### src/rtl/ysyx_24110026_seq_ctrl_pkg.sv
// Shared state encoding and constants for the RV32E multi-cycle sequencer.
// The bench imports this too, so debug state values line up on both sides.
package ysyx_24110026_seq_ctrl_pkg;

    typedef enum logic [3:0] {
        ST_IDLE   = 4'd0,
        ST_FETCH  = 4'd1,
        ST_IWAIT  = 4'd2,
        ST_DECODE = 4'd3,
        ST_EXEC   = 4'd4,
        ST_MEM    = 4'd5,
        ST_MWAIT  = 4'd6,
        ST_WB     = 4'd7,
        ST_ERR    = 4'd8,
        ST_HALT   = 4'd9
    } state_e;

    localparam logic [31:0] INST_EBREAK = 32'h0010_0073;

    // Memory-wait states are the only ones guarded by the watchdog.
    function automatic logic is_wait_state(input state_e s);
        return (s == ST_IWAIT) || (s == ST_MWAIT);
    endfunction

endpackage

### src/rtl/ysyx_24110026_wdog.sv
// Clearable watchdog counter: runs while en, expires on its TIMEOUT-th cycle.
module ysyx_24110026_wdog #(
    parameter int TIMEOUT = 16
) (
    input  logic clk,
    input  logic rst_n,
    input  logic clr,
    input  logic en,
    output logic expire
);

    localparam int W = $clog2(TIMEOUT);

    logic [W-1:0] r_cnt;

    always_ff @(posedge clk or negedge rst_n) begin
        if (!rst_n) begin
            r_cnt <= '0;
        end else if (clr) begin
            r_cnt <= '0;
        end else if (en) begin
            r_cnt <= r_cnt + 1'b1;
        end
    end

    assign expire = en && (r_cnt == W'(TIMEOUT - 1));

endmodule

### src/rtl/ysyx_24110026_seq_ctrl.sv
// One-instruction-at-a-time sequencer: fetch, decode, execute, memory, writeback.
// Handshake valids and write strobes are pure decodes of the registered state.
module ysyx_24110026_seq_ctrl
    import ysyx_24110026_seq_ctrl_pkg::*;
#(
    parameter int TIMEOUT = 16,
    parameter int CNT_W   = 32
) (
    input  logic             clk,
    input  logic             rst_n,
    output logic             ifu_req_valid,
    input  logic             ifu_req_ready,
    input  logic             ifu_resp_valid,
    input  logic [31:0]      ifu_resp_inst,
    output logic [31:0]      inst_q,
    input  logic             dec_mem,
    input  logic             dec_rd_we,
    input  logic             dec_ebreak,
    input  logic             dec_illegal,
    output logic             lsu_req_valid,
    input  logic             lsu_req_ready,
    input  logic             lsu_resp_valid,
    output logic             pc_we,
    output logic             rf_we,
    output logic             halt,
    output logic             err,
    output logic [3:0]       state,
    output logic [CNT_W-1:0] inst_cnt
);

    state_e           r_state;
    state_e           w_nxt;
    logic             w_latch;
    logic             w_wait;
    logic             w_wdog_clr;
    logic             w_expire;
    logic [31:0]      r_inst;
    logic [CNT_W-1:0] r_cnt;
    logic             r_halt;
    logic             r_err;

    // Held clear outside the wait states, so every entry starts from zero.
    assign w_wait     = is_wait_state(r_state);
    assign w_wdog_clr = !w_wait;

    ysyx_24110026_wdog #(.TIMEOUT(TIMEOUT)) u_wdog (
        .clk    (clk),
        .rst_n  (rst_n),
        .clr    (w_wdog_clr),
        .en     (w_wait),
        .expire (w_expire)
    );

    always_comb begin
        w_nxt   = r_state;
        w_latch = 1'b0;
        case (r_state)
            ST_IDLE:   w_nxt = ST_FETCH;
            ST_FETCH: begin
                if (ifu_req_ready) begin
                    if (ifu_resp_valid) begin
                        w_nxt   = ST_DECODE;
                        w_latch = 1'b1;
                    end else begin
                        w_nxt = ST_IWAIT;
                    end
                end
            end
            // A response in the expiry cycle still wins over the timeout.
            ST_IWAIT: begin
                if (ifu_resp_valid) begin
                    w_nxt   = ST_DECODE;
                    w_latch = 1'b1;
                end else if (w_expire) begin
                    w_nxt = ST_ERR;
                end
            end
            ST_DECODE: begin
                if (dec_illegal)     w_nxt = ST_ERR;
                else if (dec_ebreak) w_nxt = ST_HALT;
                else                 w_nxt = ST_EXEC;
            end
            ST_EXEC:   w_nxt = dec_mem ? ST_MEM : ST_WB;
            ST_MEM: begin
                if (lsu_req_ready) w_nxt = lsu_resp_valid ? ST_WB : ST_MWAIT;
            end
            ST_MWAIT: begin
                if (lsu_resp_valid) w_nxt = ST_WB;
                else if (w_expire)  w_nxt = ST_ERR;
            end
            ST_WB:     w_nxt = ST_FETCH;
            default:   ;
        endcase
    end

    always_ff @(posedge clk or negedge rst_n) begin
        if (!rst_n) begin
            r_state <= ST_IDLE;
            r_inst  <= '0;
            r_cnt   <= '0;
            r_halt  <= 1'b0;
            r_err   <= 1'b0;
        end else begin
            r_state <= w_nxt;
            if (w_latch)             r_inst <= ifu_resp_inst;
            if (r_state == ST_WB)    r_cnt  <= r_cnt + 1'b1;
            if (w_nxt == ST_HALT)    r_halt <= 1'b1;
            if (w_nxt == ST_ERR)     r_err  <= 1'b1;
        end
    end

    assign ifu_req_valid = (r_state == ST_FETCH);
    assign lsu_req_valid = (r_state == ST_MEM);
    assign pc_we         = (r_state == ST_WB);
    assign rf_we         = (r_state == ST_WB) && dec_rd_we;
    assign inst_q        = r_inst;
    assign inst_cnt      = r_cnt;
    assign halt          = r_halt;
    assign err           = r_err;
    assign state         = r_state;

endmodule

### config.mk
export PLATFORM = sky130hd
export DESIGN_NAME = ysyx_24110026_seq_ctrl
export DESIGN_NICKNAME = d
export VERILOG_FILES = /design/src/rtl/ysyx_24110026_seq_ctrl_pkg.sv /design/src/rtl/ysyx_24110026_wdog.sv /design/src/rtl/ysyx_24110026_seq_ctrl.sv
export SDC_FILE = /design/constraint.sdc
export NUM_CORES = 1
export LEC_CHECK = 0
export CELL_PAD_IN_SITES_DETAIL_PLACEMENT = 1
export CELL_PAD_IN_SITES_GLOBAL_PLACEMENT = 2
export CORE_ASPECT_RATIO = 0.8
export CORE_UTILIZATION = 28
export DETAILED_ROUTE_END_ITERATION = 16
export PLACE_DENSITY = 0.9
export SLEW_MARGIN = 20
export SYNTH_ARGS = -nofsm -noshare
export SYNTH_HDL_FRONTEND = slang
export SYNTH_SLANG_ARGS = --single-unit
export TNS_END_PERCENT = 10
### constraint.sdc
create_clock -name clk -period 4.8 [get_ports clk]
set_input_delay 1.2 -clock clk [delete_from_list [all_inputs] [get_ports clk]]
set_output_delay 1.2 -clock clk [all_outputs]
set_load 0.01 [all_outputs]
* Word level (Yosys, flattened, before mapping)
Index checks and enable logic that the tools add are counted.
** Word-level totals
- Bits in registers :: 74
- Input bits :: 42
- Logic and storage cells :: 38
- Output and inout port bits :: 74
** Cells by class
- Equality and inequality tests :: 10
- Reductions and logical operators :: 5
- Add/subtract/negate cells :: 2
- Multiplexer cells :: 15
** Operator list (count)
- 32-bit by 1-bit adder with 32-bit output (second input constant) :: 1
- 4-bit 2-to-1 mux :: 8
- 4-bit case mux with 7 select lines :: 1
- 4-bit by 3-bit equality test with 1-bit output (second input constant) :: 4
- 4-bit equality test (second input constant) :: 3
- 4-bit by 2-bit equality test with 1-bit output (second input constant) :: 2
- 4-bit by 1-bit adder with 4-bit output (second input constant) :: 1
- 4-bit by 1-bit equality test with 1-bit output (second input constant) :: 1
- 4-bit logical NOT :: 1
- 1-bit 2-to-1 mux :: 4
- 1-bit logical AND :: 2
- 2-bit 2-to-1 mux :: 1
- 1-bit case mux with 2 select lines :: 1
- 2-bit OR reduction :: 1
- 1-bit logical OR :: 1

* Logic depth before layout (Yosys ltp)
- Word-level depth :: 7
- Gate-level depth with buffers :: 6
- Gate-level depth less buffers :: 6

* Hierarchy
Synthesis repeated with hierarchy kept, for this count alone.
** Second synthesis, totals
- Cells, all modules :: 266
- Area, all modules :: 3300.7 um2
** By module, submodules not included
- ysyx_24110026_seq_ctrl :: instances 1, cells each 248, area an instance 3072.9 um2, seq. area each 1751.7 um2
- ysyx_24110026_wdog :: instances 1, cells each 18, area an instance 227.7 um2, seq. area each 100.1 um2

* Worst setup path before layout
Ideal clock, no wire load.
- Path kind :: in2out
- Start point :: in dec_rd_we
- End point :: out rf_we
- Stages on the path :: 1
- Data required time :: 3600 ps
- Buffers on the path :: 0
- Setup slack :: 2254 ps
- Data arrival time :: 1346 ps
- Path through :: and2_1
** Between the ends
- Longest elaborated chain between the ends :: 1
** Ends and longest elaborated chain
- start: declaration :: RTL line ysyx_24110026_seq_ctrl.sv:17 : input logic dec_rd_we,
- 1-bit logical AND :: RTL line ysyx_24110026_seq_ctrl.sv:115 : assign rf_we = (r_state == ST_WB) && dec_rd_we;
- end: declaration :: RTL line ysyx_24110026_seq_ctrl.sv:24 : output logic rf_we,
Every way passes these cells.

* Worst setup path in the final report
Ends and elaborated chain as after synthesis.

==> results_dict.tcl <==
set metrics [dict create \
    vdd_drop_max_mv 0.159 \
    dp_hpwl_microns 5630 \
    cap_violations 0 \
    gp_congestion 0.741 \
    mostFrequentLayoutCells "114 x clkdlybuf4s50_1, 74 x dfrtp_1, 32 x mux2_2" \
    status "finished clean" \
    cp_data_arrival_time_ns 2.28 \
    comb_power_share 0.062 \
    syn_area_sq_um 3320 \
    setup_tns_ns 0 \
    synth_top_cell_by_area "dfrtp_1" \
    clockRootBuffer "clkbuf_16" \
    rsz0062_at_grt "false" \
    num_rows 35 \
    finalWorstSetupSlack_ns 1.32 \
    syn_area_per_cell_sq_um 12.3 \
    ant_nets 0 \
    ys_ff_latch 74 \
    die_y_microns 99.3 \
    synthArstFlopShare 1.00 \
    grt_pass1_vias 2684 \
    ys.warnings.count 0 \
    final_common_cell "clkdlybuf4s50_1" \
    via_per_inst 4.57 \
    grt_max_degree 75 \
    yosysTopAreaCellShare 0.558 \
    grt_remaining_overflow 0 \
    holdWs_ns 0.467 \
    start_util 0.288 \
    hold_viol 0 \
    syn_inst 269 \
    max-slew-margin-rel 0.368 \
    post-cts-setup-buffers 0 \
    critPathMaxFanout 1 \
    antenna_found_initial 0 \
    hp-class "flop to flop" \
    io_buffers 115 \
    synth_edf_count 0 \
    cp_data_required_time_ns 3.60 \
    pwr-share-clk 0.497 \
    dr_total_vias 2473 \
    finalSetupViolCount 0 \
    drt_iter0_drc 87 \
    synth_cell_type_count 44 \
    antenna_cells 0 \
    remaining_drc_errors 0 \
    nets 433 \
    hold_buffers 0 \
    htree_levels 3 \
    switching_share 0.203 \
    io_pins 116 \
    worstSkewPairLatency_ns 0.33 \
    area_growth_pct 49.8 \
    die_x_microns 124 \
    n_fill_cell 1231 \
    startpoint_type "input pin" \
    worstMarginPinSlew_ns 0.948 \
    ctsLongestPathBuffers 2 \
    p_int_uw 1160 \
    grt_first_pass_wirelength_microns 13300 \
    finalCritPeriodShare 0.725 \
    drt-total-wl_microns 7890 \
    clk_pin_slew_worst_paths_ns 0.05 \
    cts_resized 0 \
    power.density_nw_per_um2 294 \
    synth_area_leaders "dfrtp_1 56%, mux2_2 11%, xnor2_1 5.0%" \
    ys_seq_area_frac 0.558 \
    skew_ns 0.00478 \
    synth_top_flop_cell "dfrtp_1" \
    critPathKind "input pin to output pin" \
    layout-drive-gt1-share 0.153 \
    synth_nets 313 \
    power_uw 1460 \
    die-area_sq_um 12300 \
    clkSinkCount 74 \
    place_ws_ns 1.32 \
    seq_power_share 0.441 \
    grt_usage 0.142 \
    numCtsBuffers 9 \
    cts_tree "built" \
    first_pass_iters 4 \
    min_period_ns 3.48 \
    p_sw_uw 297 \
    p_leak_uw 0.00227 \
    report.final.slew_viol_count 0 \
    max_freq_mhz 287 \
    wl_per_cell_microns 14.6 \
    end_kind "output pin" \
    core_area_sq_um 11500 \
]
-- cells in the mapped netlist (2+ instances only) --
cell type	n
dfrtp_1	74
mux2_2	32
nor2_1	20
xnor2_1	19
nand2_1	17
xor2_1	14
inv_1	12
nand3_1	11
and3_1	6
nand2b_1	6
nand4_1	6
a21oi_1	5
buf_4	5
nor2b_1	3
o21ai_0	3
a31oi_1	2
and2_1	2
ha_1	2
nand4_4	2
nor3b_1	2
nor4_4	2
o21bai_1	2
-- power by group through the flow --
stage	clock [uW]	combinational (uW)	sequential (uW)
6_report	726	90.5	644
3_3_place_gp	0	89.6	654
5_1_grt	776	99.7	645
4_1_cts	751	92.4	644
2_1_floorplan	0	29.2	651
3_5_place_dp	0	91.9	655
-- critical path, cell delays in order --
cell and delay [ns]:
clkdlybuf4s50_1 0.45, and2_1 0.11, clkdlybuf4s50_1 0.52
-- layout make-up --
class | instances | area [sq um] | share of cell area
Clock buffer | 11 | 253 | 0.0509
Clock inverter | 4 | 75.1 | 0.0151
Inverter | 12 | 45.0 | 0.00907
Multi-Input combinational cell | 176 | 1380 | 0.278
Sequential cell | 74 | 1850 | 0.373
Tap cell | 148 | 185 | 0.0373
Timing Repair Buffer | 116 | 1180 | 0.237
-- state kept, by name, indices dropped and copies added (netlist names) --
signal and flops:
state 4, halt 1, inst_cnt 32, inst_q 32
u_wdog.r_cnt 4, err 1
-- logic make-up (layout without fill, tap and decap cells) --
| kind of cell | count (synthesis) | in the layout | synth area share |
|---|---|---|---|
| xor+xnor | 33 | 33 | 0.0872 |
| flops | 74 | 74 | 0.558 |
| mux | 33 | 33 | 0.112 |
| simple gates | 89 | 89 | 0.168 |
| compound gates | 19 | 19 | 0.0396 |
| buf+inv | 19 | 143 | 0.0275 |
| fa+ha+maj | 2 | 2 | 0.00755 |
-- routing by layer --
metal | routed length [microns] | share of wire | vias up | GRT usage
li1 | - | - | 1155 | -
met3 | 648 | 0.082 | 10 | 0.0619
met2 | 3740 | 0.47 | 73 | 0.225
met4 | 97 | 0.012 | 0 | 0.0445
met1 | 3400 | 0.43 | 1235 | 0.172
met5 | 0 | 0 | - | 0
-- path summary, 6_finish.rpt --
kind	from	to	slack (ns)	depth (start not counted)
setup / recovery	dec_rd_we	rf_we	1.32	3
hold reg to reg	u_wdog.r_cnt[0]$_DFF_PN0_	u_wdog.r_cnt[0]$_DFF_PN0_	0.47	1
min in group asynchronous	rst_n	inst_cnt[5]$_DFFE_PN0N_	1.00	1
max in group asynchronous	rst_n	u_wdog.r_cnt[3]$_DFF_PN0_	3.15	1
setup reg to reg	state[2]$_DFF_PN0_	inst_cnt[28]$_DFFE_PN0N_	2.65	5
hold / removal	u_wdog.r_cnt[0]$_DFF_PN0_	u_wdog.r_cnt[0]$_DFF_PN0_	0.47	1
-- per-stage QoR --
step	instance area, sq um	std cells	util
finish	4970	541	0.431
global route	4970	541	0.431
CTS	4940	540	0.429
detailed placement	4610	525	0.400
global placement	4610	525	0.400
floorplan	3320	269	-
(Power assumes the default switching activity.)
